`config.mk`:
```
export PLATFORM = sky130hd
export DESIGN_NAME = lcd_bus_sched
export DESIGN_NICKNAME = d
export VERILOG_FILES = /design/src/rtl/lcd_bus_sched.sv
export SDC_FILE = /design/constraint.sdc
export NUM_CORES = 1
export LEC_CHECK = 0
export BUFFER_PORTS_ARGS = -buffer_cell sky130_fd_sc_hd__buf_2
export CORE_MARGIN = 3
export CORE_UTILIZATION = 26
export CTS_BUF_LIST = sky130_fd_sc_hd__clkbuf_4 sky130_fd_sc_hd__clkbuf_8 sky130_fd_sc_hd__clkbuf_16
export DETAILED_ROUTE_END_ITERATION = 8
export GPL_TIMING_DRIVEN = 0
export SYNTH_ARGS = -nofsm -noshare
export SYNTH_HDL_FRONTEND = slang
export SYNTH_SLANG_ARGS = --single-unit
```
`constraint.sdc`:
```
create_clock -name clk -period 9.8 [get_ports clk]
set_input_delay 1.47 -clock clk [delete_from_list [all_inputs] [get_ports clk]]
set_output_delay 1.47 -clock clk [all_outputs]
set_load 0.005 [all_outputs]
```
`src/rtl/lcd_bus_sched.sv`:
```
// lcd_bus_sched: shares the 16-bit 8080-style LCD write bus.
// Before ini_done the init sequencer drives the pins directly. After that,
// two pixel renderers are arbitrated. Each granted window is sent as a
// window-setup command burst followed by a stream of pixels.
// Build option: define LCD_SCHED_RR_EN for round-robin arbitration.
// Without it, requester 0 wins every tie (fixed priority).
module lcd_bus_sched #(
    parameter int unsigned CNT_WIDTH   = 17,
    parameter int unsigned COORD_WIDTH = 9
) (
    input  logic                   clk,
    input  logic                   rstn,
    input  logic                   ini_done,
    input  logic                   ini_cs,
    input  logic                   ini_rs,
    input  logic                   ini_wr,
    input  logic [15:0]            ini_data,
    input  logic [1:0]             req,
    input  logic [COORD_WIDTH-1:0] x0_0,
    input  logic [COORD_WIDTH-1:0] x1_0,
    input  logic [COORD_WIDTH-1:0] y0_0,
    input  logic [COORD_WIDTH-1:0] y1_0,
    input  logic [COORD_WIDTH-1:0] x0_1,
    input  logic [COORD_WIDTH-1:0] x1_1,
    input  logic [COORD_WIDTH-1:0] y0_1,
    input  logic [COORD_WIDTH-1:0] y1_1,
    input  logic [15:0]            pix_data_0,
    input  logic                   pix_valid_0,
    output logic                   pix_ready_0,
    input  logic [15:0]            pix_data_1,
    input  logic                   pix_valid_1,
    output logic                   pix_ready_1,
    output logic [1:0]             gnt,
    output logic [1:0]             done,
    output logic [1:0]             err,
    output logic                   lcd_cs,
    output logic                   lcd_rs,
    output logic                   lcd_wr,
    output logic [15:0]            lcd_data
);

    localparam int unsigned DIM_W  = COORD_WIDTH + 1;
    localparam int unsigned PROD_W = 2 * DIM_W;
    localparam int unsigned IDX_W  = 4;
    localparam logic [IDX_W-1:0] LAST_IDX = 4'd10;

    typedef enum logic [2:0] {
        S_IDLE = 3'd0,
        S_ARB  = 3'd1,
        S_CMD  = 3'd2,
        S_PIX  = 3'd3,
        S_FIN  = 3'd4
    } state_t;

    state_t                 state_q, state_d;
    logic                   ph_q, ph_d;        // 0 = phase A (wr low), 1 = phase B / stall
    logic [IDX_W-1:0]       idx_q, idx_d;
    logic [CNT_WIDTH-1:0]   cnt_q, cnt_d;      // pixels still to be accepted
    logic                   win_q, win_d;
    logic [COORD_WIDTH-1:0] cx0_q, cx0_d, cx1_q, cx1_d, cy0_q, cy0_d, cy1_q, cy1_d;
    logic                   cs_q, cs_d, rs_q, rs_d, wr_q, wr_d;
    logic [15:0]            data_q, data_d;
    logic [1:0]             gnt_q, gnt_d, done_q, done_d, err_q, err_d, rdy_q, rdy_d;

    logic                   pick;
    logic [1:0]             pick_oh, win_oh;
    logic [COORD_WIDTH-1:0] sx0, sx1, sy0, sy1;
    logic [DIM_W-1:0]       w_dim, h_dim;
    logic                   accept;
    logic [15:0]            pix_sel;
    logic [IDX_W-1:0]       nxt_idx;

    // Window-setup word for a given position in the 11-word command burst
    function automatic logic [15:0] cmd_word(input logic [IDX_W-1:0] i,
                                             input logic [COORD_WIDTH-1:0] a0,
                                             input logic [COORD_WIDTH-1:0] a1,
                                             input logic [COORD_WIDTH-1:0] b0,
                                             input logic [COORD_WIDTH-1:0] b1);
        logic [15:0] w;
        case (i)
            4'd0:    w = 16'h002A;
            4'd1:    w = 16'(a0 >> 8);
            4'd2:    w = 16'(a0[7:0]);
            4'd3:    w = 16'(a1 >> 8);
            4'd4:    w = 16'(a1[7:0]);
            4'd5:    w = 16'h002B;
            4'd6:    w = 16'(b0 >> 8);
            4'd7:    w = 16'(b0[7:0]);
            4'd8:    w = 16'(b1 >> 8);
            4'd9:    w = 16'(b1[7:0]);
            default: w = 16'h002C;
        endcase
        return w;
    endfunction

`ifdef LCD_SCHED_RR_EN
    logic last_q;

    // Round-robin: on a tie the requester not served last wins
    always_comb pick = (req == 2'b11) ? ~last_q : req[1];

    // Remember which requester was served most recently
    always_ff @(posedge clk) begin
        if (!rstn) begin
            last_q <= 1'b1;
        end else if (state_q == S_ARB && req != 2'b00) begin
            last_q <= pick;
        end
    end
`else
    // Fixed priority: requester 0 wins every tie
    always_comb pick = ~req[0];
`endif

    // Candidate window, pixel source and handshake decode
    always_comb begin
        sx0     = pick ? x0_1 : x0_0;
        sx1     = pick ? x1_1 : x1_0;
        sy0     = pick ? y0_1 : y0_0;
        sy1     = pick ? y1_1 : y1_0;
        w_dim   = DIM_W'(sx1) - DIM_W'(sx0) + DIM_W'(1);
        h_dim   = DIM_W'(sy1) - DIM_W'(sy0) + DIM_W'(1);
        pick_oh = pick ? 2'b10 : 2'b01;
        win_oh  = win_q ? 2'b10 : 2'b01;
        pix_sel = win_q ? pix_data_1 : pix_data_0;
        accept  = |(rdy_q & {pix_valid_1, pix_valid_0});
        nxt_idx = idx_q + 4'd1;
    end

    // State and registered bus outputs
    always_ff @(posedge clk) begin
        if (!rstn) begin
            state_q <= S_IDLE;
            ph_q    <= 1'b0;
            idx_q   <= '0;
            cnt_q   <= '0;
            win_q   <= 1'b0;
            cx0_q   <= '0;
            cx1_q   <= '0;
            cy0_q   <= '0;
            cy1_q   <= '0;
            cs_q    <= 1'b1;
            rs_q    <= 1'b1;
            wr_q    <= 1'b1;
            data_q  <= '0;
            gnt_q   <= '0;
            done_q  <= '0;
            err_q   <= '0;
            rdy_q   <= '0;
        end else begin
            state_q <= state_d;
            ph_q    <= ph_d;
            idx_q   <= idx_d;
            cnt_q   <= cnt_d;
            win_q   <= win_d;
            cx0_q   <= cx0_d;
            cx1_q   <= cx1_d;
            cy0_q   <= cy0_d;
            cy1_q   <= cy1_d;
            cs_q    <= cs_d;
            rs_q    <= rs_d;
            wr_q    <= wr_d;
            data_q  <= data_d;
            gnt_q   <= gnt_d;
            done_q  <= done_d;
            err_q   <= err_d;
            rdy_q   <= rdy_d;
        end
    end

    // Next-state and next-output logic
    always_comb begin
        state_d = state_q;
        ph_d    = ph_q;
        idx_d   = idx_q;
        cnt_d   = cnt_q;
        win_d   = win_q;
        cx0_d   = cx0_q;
        cx1_d   = cx1_q;
        cy0_d   = cy0_q;
        cy1_d   = cy1_q;
        cs_d    = cs_q;
        rs_d    = rs_q;
        wr_d    = wr_q;
        data_d  = data_q;
        gnt_d   = gnt_q;
        done_d  = 2'b00;
        err_d   = 2'b00;
        rdy_d   = rdy_q;

        case (state_q)
            S_IDLE: begin
                if (ini_done && req != 2'b00) state_d = S_ARB;
            end
            S_ARB: begin
                if (req == 2'b00) begin
                    state_d = S_IDLE;
                end else begin
                    win_d = pick;
                    cx0_d = sx0;
                    cx1_d = sx1;
                    cy0_d = sy0;
                    cy1_d = sy1;
                    if (sx1 < sx0 || sy1 < sy0) begin
                        // Illegal window: report and finish without touching the bus
                        state_d = S_FIN;
                        done_d  = pick_oh;
                        err_d   = pick_oh;
                    end else begin
                        state_d = S_CMD;
                        cnt_d   = CNT_WIDTH'(PROD_W'(w_dim) * PROD_W'(h_dim));
                        ph_d    = 1'b0;
                        idx_d   = '0;
                        gnt_d   = pick_oh;
                        cs_d    = 1'b0;
                        wr_d    = 1'b0;
                        rs_d    = 1'b0;
                        data_d  = 16'h002A;
                    end
                end
            end
            S_CMD: begin
                if (!ph_q) begin
                    ph_d = 1'b1;
                    wr_d = 1'b1;
                    // Open the pixel handshake during the last command's phase B
                    if (idx_q == LAST_IDX && cnt_q != '0) rdy_d = win_oh;
                end else if (idx_q != LAST_IDX) begin
                    idx_d  = nxt_idx;
                    ph_d   = 1'b0;
                    wr_d   = 1'b0;
                    data_d = cmd_word(nxt_idx, cx0_q, cx1_q, cy0_q, cy1_q);
                    rs_d   = !(nxt_idx == 4'd0 || nxt_idx == 4'd5 || nxt_idx == LAST_IDX);
                end else begin
                    state_d = S_PIX;
                    rs_d    = 1'b1;
                    if (accept) begin
                        ph_d   = 1'b0;
                        wr_d   = 1'b0;
                        data_d = pix_sel;
                        rdy_d  = 2'b00;
                        cnt_d  = cnt_q - CNT_WIDTH'(1);
                    end
                end
            end
            S_PIX: begin
                if (!ph_q) begin
                    ph_d  = 1'b1;
                    wr_d  = 1'b1;
                    rdy_d = (cnt_q != '0) ? win_oh : 2'b00;
                end else if (cnt_q == '0) begin
                    state_d = S_FIN;
                    cs_d    = 1'b1;
                    gnt_d   = 2'b00;
                    done_d  = win_oh;
                    rdy_d   = 2'b00;
                end else if (accept) begin
                    ph_d   = 1'b0;
                    wr_d   = 1'b0;
                    data_d = pix_sel;
                    rdy_d  = 2'b00;
                    cnt_d  = cnt_q - CNT_WIDTH'(1);
                end
            end
            S_FIN: begin
                state_d = S_IDLE;
            end
            default: begin
                state_d = S_IDLE;
            end
        endcase
    end

    assign gnt         = gnt_q;
    assign done        = done_q;
    assign err         = err_q;
    assign pix_ready_0 = rdy_q[0];
    assign pix_ready_1 = rdy_q[1];

    // Init sequencer owns the pins until initialisation completes
    assign lcd_cs   = ini_done ? cs_q   : ini_cs;
    assign lcd_rs   = ini_done ? rs_q   : ini_rs;
    assign lcd_wr   = ini_done ? wr_q   : ini_wr;
    assign lcd_data = ini_done ? data_q : ini_data;

endmodule

```
==> results of run 1 <==
-- routing by layer --
metal | part of all wire | global-route usage
met1 | 0.47 | 0.209
met2 | 0.45 | 0.234
met3 | 0.057 | 0.0228
met4 | 0.021 | 0.0338
met5 | 0 | 0
-- cells in the mapped netlist (5+ instances only) --
library cell  count
or2_2             5
nor2_1          124
and3_1            8
a22oi_1          15
mux2i_1          36
nand3_1          21
xor2_1           16
nor3_1           26
nand3b_1          6
a21o_1            5
o22ai_1          10
xnor2_1          25
or3_1            10
o211ai_1          8
ha_1             85
nor2b_1           6
clkbuf_1         45
fa_1             68
mux2_2           39
a21oi_1          58
a31oi_1          11
a211oi_1         32
o21a_1            5
dfxtp_1          89
nand2_1         110
nor4_1            5
and2_1           25
inv_1           115
o21ai_0          44
nand2b_1         12
o2111ai_1         6
-- through the flow --
| step | setup TNS (ns) | hold WS (ns) | setup slack (ns) |
|---|---|---|---|
| 6_report | 0 | 0.459 | 0.572 |
| 5_1_grt | 0 | 0.490 | 0.0192 |
| 4_1_cts | 0 | 0.458 | 0.124 |
| 3_5_place_dp | -1.04 | 0.448 | -0.247 |
| 3_3_place_gp | -0.862 | 0.444 | -0.224 |
| 2_1_floorplan | 0 | 0.436 | 1.13 |
-- sequential cells by signal, summed over array words and instances, names as in the netlist --
signal,cells
cnt_q,17
data_q,16
cx0_q,9
cx1_q,9
cy0_q,9
cy1_q,9
idx_q,4
state_q,3
done,2
err,2
gnt,2
rdy_q,2
cs_q,1
ph_q,1
rs_q,1
win_q,1
wr_q,1
-- final cells by class --
| cell class | count | area (sq um) |
|---|---|---|
| well taps | 455 | 569 |
| clock buffers | 9 | 225 |
| repair buffers | 155 | 776 |
| multi-input cells | 879 | 6950 |
| flip-flops and latches | 89 | 1780 |
| plain buffers | 55 | 240 |
| inverters | 115 | 432 |
| fillers | 3731 | 24000 |
| clock inverters | 7 | 82.6 |
-- critical path, stage by stage --
cell,delay (ns)
clkbuf_1,0.35
clkbuf_1,0.62
mux2_2,0.46
ha_1,0.22
inv_1,0.08
fa_1,0.52
or3b_2,0.50
o211ai_1,0.17
nor2_1,0.11
xnor2_1,0.42
nand2b_1,0.14
fa_1,0.48
fa_1,0.55
inv_1,0.06
fa_1,0.51
fa_1,0.54
inv_1,0.05
fa_1,0.53
inv_1,0.04
ha_1,0.20
a21oi_1,0.27
nor3b_1,0.24
o211ai_1,0.15
a31oi_1,0.23
xor2_1,0.22
nor2_1,0.07
o21ai_0,0.16
a21oi_1,0.08
-- cells by family (layout without fill, tap and decap cells) --
group / after synthesis / in the layout
simple gates: 377 / 377
compound gates: 232 / 232
buf+inv: 170 / 341
fa+ha+maj: 153 / 153
flops: 89 / 89
mux: 75 / 75
xor+xnor: 42 / 42
-- layout by cell type, fill, tap and decap left out, types with 11 or more instances in the layout --
master	count
mux2_2	39
o21ai_0	44
clkbuf_1	44
ha_1	85
nand3_1	21
nand2_1	110
and2_1	25
mux2i_1	35
a21oi_1	58
xnor2_1	25
dfxtp_1	89
a211oi_1	32
nand2b_1	12
nor2_1	124
a22oi_1	15
inv_1	115
a31oi_1	11
buf_2	159
nor3_1	26
fa_1	68
xor2_1	16
-- final timing paths --
check              end  slack, ns
max          cnt_q[12]       0.57
min reg2reg   cx1_q[4]       0.46
max reg2reg       wr_q       6.87
min           cx1_q[4]       0.46
==> reports/metrics.yaml, run 1 <==
route:
  drt_iter0_drc: 535
  drc: 0
  wire_per_inst_um: 16.2
  vias_per_cell: 4.88
  num_vias: 8613
  antenna_left: 0
  route.final.wire_length_mm: 28.7
  dr.pass1.iters: 5
logic_synthesis:
  synth_nets: 1421
  yosys.area_share.simple: 0.193
  synth_edf_count: 0
  synth_compound_area_frac: 0.163
  synthCells: 1138
  ys_seq_elements: 89
  synthTopCellsByArea: "dfxtp_1 (19%), fa_1 (14%), ha_1 (11%), nor2_1 (5.0%), mux2_2 (4.7%)"
  async_reset_ff_frac: 0
  yosysSeqAreaShare: 0.190
  syn_area_sq_um: 9400
  syn_avg_cell_area_sq_um: 8.26
  yosysTopAreaCell: "dfxtp_1"
  synth_ff_type: "dfxtp_1"
  synth_top_family_by_area: "adder cells"
  synth_top_area_frac: 0.190
  synth_cell_type_count: 65
  yosysWarningCount: 0
  muxShareOfSynthArea: 0.0851
  synth_adder_area_share: 0.258
  synth_xor_area_frac: 0.0406
floorplan:
  rows: 68
  die_area_sq_um: 38500
  die_y_um: 196
  pin_count: 157
  core-area_sq_um: 35100
  start_util: 0.268
  fp.dieW_um: 196
run:
  drv_cap: 0
placement:
  dp_hpwl_mm: 23.8
  postPlaceCellArea_sq_um: 10700
  dp.cells: 1748
  portBuffers: 155
  place_congestion: 0.893
finish:
  synthToLayoutAreaGrowth_pct: 17.7
  fin_area_sq_um: 11100
  antennaDiodeCount: 0
  fin_cells: 1764
  drive_gt1_frac: 0.185
  fin_nets: 1587
  finalCoreUtilization: 0.315
timing:
  clock.fmax_mhz: 108
  finalMaxSlewViolations: 0
  hold_viol: 0
  timing.final.crit_period_ns: 9.23
  fin_skew_ns: 0.0100
  tightest_slew_ns: 1.09
  grt_setup_unrepaired: "false"
  setup_violations: 0
  timing.final.crit_share: 0.942
  slew_headroom: 0.269
cts:
  cts.sinks: 89
  htreeDepth: 3
  clockRootBuffer: "clkbuf_16"
  clkTransAtPathRegs_ns: 0.07
  cts_hold_buffers: 0
  cts_tree: "built"
  clockBufferDepth: 2
  worst_skew_pair.late_latency_ns: 0.36
  cts_setup_buffers: 0
  post_cts_resized: 0
  cts_made_buffers: 9
setup_path:
  cp_max_fo: 10
  worstPathRequired_ns: 10.01
  timing.rr.start: "state_q[0]"
  start_kind: "input pin"
  worst-setup-path-type: "in -> reg"
  r2r_cells: 8
  end_kind: "flop"
  cp_data_arrival_time_ns: 9.44
  crit_start: "req[0]"
grt:
  grt_overflow: 0
  grt_pass1_wl_mm: 45.6
  grt_use_total: 0.147
  grt_max_degree: 18
  antenna_found_initial: 0
  grt_pass1_vias: 8433
hold_path:
  hp-class: "reg -> reg"
  min-delay-start: "cx1_q[4]"
  whs_path_depth: 2
status:
  status: "finished, final reports clean"
Power of run 1 is left out: the tool's default activity adds up to more than one toggle a clock period on the data nets, which glitch-free logic cannot reach.
==> run 2: changes to the inputs <==
--- a/config.mk
+++ b/config.mk
@@ -5,12 +5,13 @@
 export SDC_FILE = /design/constraint.sdc
 export NUM_CORES = 1
 export LEC_CHECK = 0
-export BUFFER_PORTS_ARGS = -buffer_cell sky130_fd_sc_hd__buf_2
+export BUFFER_PORTS_ARGS = -buffer_cell sky130_fd_sc_hd__buf_4
 export CORE_MARGIN = 3
 export CORE_UTILIZATION = 26
 export CTS_BUF_LIST = sky130_fd_sc_hd__clkbuf_4 sky130_fd_sc_hd__clkbuf_8 sky130_fd_sc_hd__clkbuf_16
 export DETAILED_ROUTE_END_ITERATION = 8
 export GPL_TIMING_DRIVEN = 0
+export RECOVER_POWER = 100
 export SYNTH_ARGS = -nofsm -noshare
 export SYNTH_HDL_FRONTEND = slang
 export SYNTH_SLANG_ARGS = --single-unit
==> run 2 against run 1 <==
  * Critical path depth grew 2
  * Die area is the same
  * Flip-flop and latch count is the same
  * Clock skew grew 0.0033 ns
  * Cell count shrank 0.11%
  * Critical path type unchanged
  * Critical endpoint is now cnt_q[15]
==> reports/metrics.yaml, run 2 (same netlist as run 1, synthesis figures left out) <==
status:
  status: "finished, final reports clean"  # unchanged
finish:
  largest_register_ffs: 17  # unchanged
  biggestRegsByFlops: "cnt_q x17, data_q x16"  # unchanged
  drive_gt1_frac: 0.172  # was 0.185
  regMostFlops: "cnt_q"  # unchanged
  fin_nets: 1586  # was 1587
  antennaDiodeCount: 0  # unchanged
  fin_area_sq_um: 11300  # was 11100 sq um
  final_cell_mix: "buf_4 (128), nor2_1 (124), inv_1 (115)"  # was buf_2 (159), nor2_1 (124), inv_1 (115)
  final_common_cell: "buf_4"  # was buf_2
  synthToLayoutAreaGrowth_pct: 20.7  # was 17.7%
setup_path:
  crit_family: "adder cells"  # unchanged
  crit_path_frequent_cell: "inv_1"  # was fa_1
  worstReg2RegEnd: "cnt_q[6]"  # was wr_q
  path_buf_inv: 10  # was 6
  r2r_cells: 11  # was 8
  end_kind: "flop"  # unchanged
  cp_data_arrival_time_ns: 9.43  # was 9.44 ns
  crit_start: "req[0]"  # unchanged
  cp-endpoint: "cnt_q[15]"  # was cnt_q[12]
  worst-setup-path-type: "in -> reg"  # unchanged
  worst-path-stages: 30  # was 28
  timing.rr.start: "cnt_q[0]"  # was state_q[0]
  cp_max_fo: 10  # unchanged
  start_kind: "input pin"  # unchanged
  r2r_slack_ns: 5.76  # was 6.87 ns
  crit_slowest_cell: "fa_1"  # was clkbuf_1
  max_stage_delay_ns: 0.58  # was 0.62 ns
  worstPathRequired_ns: 10.04  # was 10.01 ns
timing:
  tightest_slew_ns: 1.10  # was 1.09 ns
  timing.final.crit_period_ns: 9.19  # was 9.23 ns
  setup_ws_ns: 0.605  # was 0.572 ns
  timing.final.crit_share: 0.938  # was 0.942
  fin_skew_ns: 0.0133  # was 0.0100 ns
  slew_headroom: 0.261  # was 0.269
  finalMaxSlewViolations: 0  # unchanged
  worst_hold_slack_ns: 0.462  # was 0.459 ns
  clock.fmax_mhz: 109  # was 108 MHz
  hold_viol: 0  # unchanged
  grt_setup_unrepaired: "false"  # unchanged
  setup_violations: 0  # unchanged
route:
  route.final.wire_length_mm: 29.5  # was 28.7 mm
  antenna_left: 0  # unchanged
  drc: 0  # unchanged
  wire_per_inst_um: 16.7  # was 16.2 um
  dr.pass1.iters: 5  # unchanged
  drt_iter0_drc: 524  # was 535
  vias_per_cell: 4.97  # was 4.88
  num_vias: 8754  # was 8613
cts:
  worst_skew_pair.late_latency_ns: 0.35  # was 0.36 ns
  cts_tree: "built"  # unchanged
  cts.sinks: 89  # unchanged
  clkTransAtPathRegs_ns: 0.07  # about the same
  clockRootBuffer: "clkbuf_16"  # unchanged
  cts_hold_buffers: 0  # unchanged
  htreeDepth: 3  # unchanged
  cts_made_buffers: 9  # unchanged
  clockBufferDepth: 2  # unchanged
run:
  drv_cap: 0  # unchanged
hold_path:
  hp-class: "reg -> reg"  # unchanged
grt:
  grt_pass1_wl_mm: 46.9  # was 45.6 mm
  grt_use_total: 0.151  # was 0.147
  grt_max_degree: 17  # was 18
  antenna_found_initial: 0  # unchanged
  grt_overflow: 0  # unchanged
  grt_pass1_vias: 8858  # was 8433
placement:
  pre_cts_ws_ns: -0.404  # was -0.247 ns
  postPlaceCellArea_sq_um: 11100  # was 10700 sq um
  place_congestion: 0.913  # was 0.893
  dp_hpwl_mm: 24.5  # was 23.8 mm
  portBuffers: 155  # unchanged
floorplan:
  core-area_sq_um: 35100  # unchanged
  pin_count: 157  # unchanged
  fp.dieW_um: 196  # unchanged
  rows: 68  # unchanged
  die_area_sq_um: 38500  # unchanged
  die_y_um: 196  # unchanged
  start_util: 0.268  # unchanged
## run 2: changes by cell type in the layout (fill, tap and decap cells not counted), moves of 9 or more
cell,previous run,this run
buf_2,159,2
buf_4,0,128
clkbuf_4,1,21
clkbuf_1,44,53
## run 2: stage by stage
stage | TNS, ns | util | instances
2_1_floorplan | 0 | - | 1138
3_3_place_gp | -1.02 | 0.317 | 1748
3_5_place_dp | -1.57 | 0.317 | 1748
4_1_cts | 0 | 0.326 | 1763
5_1_grt | 0 | 0.323 | 1762
6_report | 0 | 0.323 | 1762
## run 2: how the worst min path moves through the flow
| stage | from | endpoint | cells past startpoint |
|---|---|---|---|
| final | cx1_q[7] | cx1_q[7] | 2 |
| after global routing | cy1_q[8] | cy1_q[8] | 2 |
| after CTS | cx1_q[2] | cx1_q[2] | 2 |
| after detailed placement | cx1_q[2] | cx1_q[2] | 2 |
| after global placement | cx1_q[2] | cx1_q[2] | 2 |
| after floorplan | cs_q | cs_q | 2 |
## run 2: area by class of cell
class                           count  area [sq um]
Fill cell                        3761         23700
Multi-Input combinational cell    879          6910
Sequential cell                    89          1780
Timing Repair Buffer              155          1130
Tap cell                          455           569
Inverter                          115           432
Buffer                             54           236
Clock buffer                        9           225
Clock inverter                      6          51.3
## run 2: timing repair
item                       CTS  global route
resized for setup            2            11
pin swaps                    0             0
setup endpoints to repair    1             7
buffers inserted             0             0
## run 2: tightest hold or removal path, stage by stage (launching register included)
cell	delay, ns
dfxtp_1	0.31
nand2_1	0.05
a21oi_1	0.05
## run 2: per-layer routing
layer  vias up  global-route usage  routed length (um)
li1       4250                   -                   -
met1      4157               0.204               13300
met2       303               0.244               13500
met3        44              0.0289                1960
met4         0              0.0430                 733
met5         -                   0                   0
Power of run 2 is left out for the same reason.
==> run 3: changes to the inputs <==
--- a/config.mk
+++ b/config.mk
@@ -9,8 +9,10 @@
 export CORE_MARGIN = 3
 export CORE_UTILIZATION = 26
 export CTS_BUF_LIST = sky130_fd_sc_hd__clkbuf_4 sky130_fd_sc_hd__clkbuf_8 sky130_fd_sc_hd__clkbuf_16
+export CTS_CLUSTER_SIZE = 12
 export DETAILED_ROUTE_END_ITERATION = 8
 export GPL_TIMING_DRIVEN = 0
+export PLACE_DENSITY = 0.52
 export RECOVER_POWER = 100
 export SYNTH_ARGS = -nofsm -noshare
 export SYNTH_HDL_FRONTEND = slang
==> run 3 against run 2 <==
  * Design area up 0.30%
  * Critical path depth fell by 2
  * Routed wire length is 1.6% higher
  * Utilization up 0.096 points
  * Register-to-register slack worse by 0.12 ns
  * Flip-flop and latch count unchanged
  * Global-route usage is 0.29 points higher
  * Die area is the same
  * Hold slack better by 0.0027 ns
  * First-iteration DRC count up 5.7%
  * Critical endpoint is now cnt_q[14]
  * Largest cell class unchanged
==> reports/metrics.yaml, run 3 (same netlist as run 1, synthesis figures left out) <==
floorplan:
  fp.dieW_um: 196  # unchanged
  core-area_sq_um: 35100  # unchanged
  rows: 68  # unchanged
  die_area_sq_um: 38500  # unchanged
  die_y_um: 196  # unchanged
  start_util: 0.268  # unchanged
  pin_count: 157  # unchanged
status:
  status: "finished, final reports clean"  # unchanged
route:
  antenna_left: 0  # unchanged
  drt_iter0_drc: 554  # was 524
  wire_per_inst_um: 17.0  # was 16.7 um
  route.final.wire_length_mm: 30.0  # was 29.5 mm
  dr.pass1.iters: 6  # was 5
  vias_per_cell: 4.97  # about the same
  drc: 0  # unchanged
  num_vias: 8761  # was 8754
finish:
  final_cell_mix: "buf_4 (129), nor2_1 (124), inv_1 (115)"  # was buf_4 (128), nor2_1 (124), inv_1 (115)
  synthToLayoutAreaGrowth_pct: 21.0  # was 20.7%
  drive_gt1_frac: 0.177  # was 0.172
  final_common_cell: "buf_4"  # unchanged
  regMostFlops: "cnt_q"  # unchanged
  largest_register_ffs: 17  # unchanged
  n_fill_cell: 3778  # was 3761
  antennaDiodeCount: 0  # unchanged
  biggestRegsByFlops: "cnt_q x17, data_q x16"  # unchanged
  fin_nets: 1586  # unchanged
hold_path:
  hp-class: "reg -> reg"  # unchanged
  min-delay-start: "cy1_q[3]"  # was cx1_q[7]
  whs_path_depth: 2  # unchanged
  min_to: "cy1_q[3]"  # was cx1_q[7]
cts:
  clockBufferDepth: 2  # unchanged
  clkTransAtPathRegs_ns: 0.07  # about the same
  worst_skew_pair.late_latency_ns: 0.35  # about the same
  cts_tree: "built"  # unchanged
  cts.sinks: 89  # unchanged
  post_cts_resized: 2  # unchanged
  clockRootBuffer: "clkbuf_16"  # unchanged
  htreeDepth: 3  # unchanged
  cts_setup_buffers: 0  # unchanged
  cts_made_buffers: 9  # unchanged
  cts_hold_buffers: 0  # unchanged
timing:
  setup_violations: 0  # unchanged
  tightest_slew_ns: 1.22  # was 1.10 ns
  clock.fmax_mhz: 108  # was 109 MHz
  setup_ws_ns: 0.540  # was 0.605 ns
  hold_viol: 0  # unchanged
  slew_headroom: 0.180  # was 0.261
  finalMaxSlewViolations: 0  # unchanged
  grt_setup_unrepaired: "false"  # unchanged
  fin_skew_ns: 0.00886  # was 0.0133 ns
  timing.final.crit_period_ns: 9.26  # was 9.19 ns
  timing.final.crit_share: 0.945  # was 0.938
setup_path:
  worstReg2RegEnd: "cnt_q[11]"  # was cnt_q[6]
  max_stage_delay_ns: 0.59  # was 0.58 ns
  cp_data_arrival_time_ns: 9.50  # was 9.43 ns
  r2r_cells: 11  # unchanged
  r2r_slack_ns: 5.64  # was 5.76 ns
  start_kind: "input pin"  # unchanged
  crit_path_frequent_cell: "fa_1"  # was inv_1
  worst-setup-path-type: "in -> reg"  # unchanged
  worstPathRequired_ns: 10.04  # about the same
  timing.rr.start: "cnt_q[0]"  # unchanged
  cp_max_fo: 10  # unchanged
  end_kind: "flop"  # unchanged
  crit_slowest_cell: "mux2i_1"  # was fa_1
grt:
  antenna_found_initial: 0  # unchanged
  grt_overflow: 0  # unchanged
  grt_pass1_wl_mm: 47.6  # was 46.9 mm
  grt_use_total: 0.153  # was 0.151
  grt_pass1_vias: 8756  # was 8858
  grt_max_degree: 17  # unchanged
placement:
  dp_hpwl_mm: 24.8  # was 24.5 mm
  pre_cts_ws_ns: -0.403  # was -0.404 ns
  place_congestion: 0.879  # was 0.913
  portBuffers: 155  # unchanged
run:
  drv_cap: 0  # unchanged
==> run 3: how the worst max path moves through the flow <==
stage / startpoint / to / slack, ns / cells after the start
floorplan: req[0] / cnt_q[15] / 1.13 / 33
global placement: req[0] / cnt_q[15] / -0.35 / 31
detailed placement: req[0] / cnt_q[14] / -0.40 / 32
CTS: req[0] / cnt_q[14] / 0.09 / 27
global route: req[0] / cnt_q[14] / 0.005 / 30
finish: req[0] / cnt_q[14] / 0.54 / 28
==> run 3: per-stage QoR <==
step	std cells	utilization	TNS, ns	hold slack [ns]	cell area (sq um)
after floorplan	1138	-	0	0.436	9400
after global placement	1748	0.317	-1.50	0.447	11100
after detailed placement	1748	0.317	-1.84	0.449	11100
after CTS	1764	0.326	0	0.459	11400
after global routing	1763	0.324	0	0.481	11400
final	1763	0.324	0	0.465	11400
==> run 3: area by class of cell <==
| type | count | area, sq um | area share |
|---|---|---|---|
| tap | 455 | 569 | 0.0501 |
| buffer | 54 | 234 | 0.0206 |
| clock buffer | 10 | 239 | 0.0210 |
| inverter | 115 | 432 | 0.0380 |
| sequential | 89 | 1780 | 0.157 |
| clock inverter | 6 | 47.5 | 0.00418 |
| multi-input combinational | 879 | 6930 | 0.609 |
| timing repair buffer | 155 | 1140 | 0.100 |
==> run 3: critical path: cells and delay by family <==
family	cells	cell delay, ns
xor+xnor	1	0.24
fa+ha+maj	9	3.46
buf+inv	4	0.94
compound gates	4	0.97
simple gates	9	1.80
mux	1	0.59
==> run 3: metal layers <==
layer | GRT usage | wire, um
met1 | 0.217 | 13800
met4 | 0.0325 | 571
met5 | 0 | 0
met2 | 0.247 | 13700
met3 | 0.0237 | 1860
Power of run 3 is left out for the same reason.
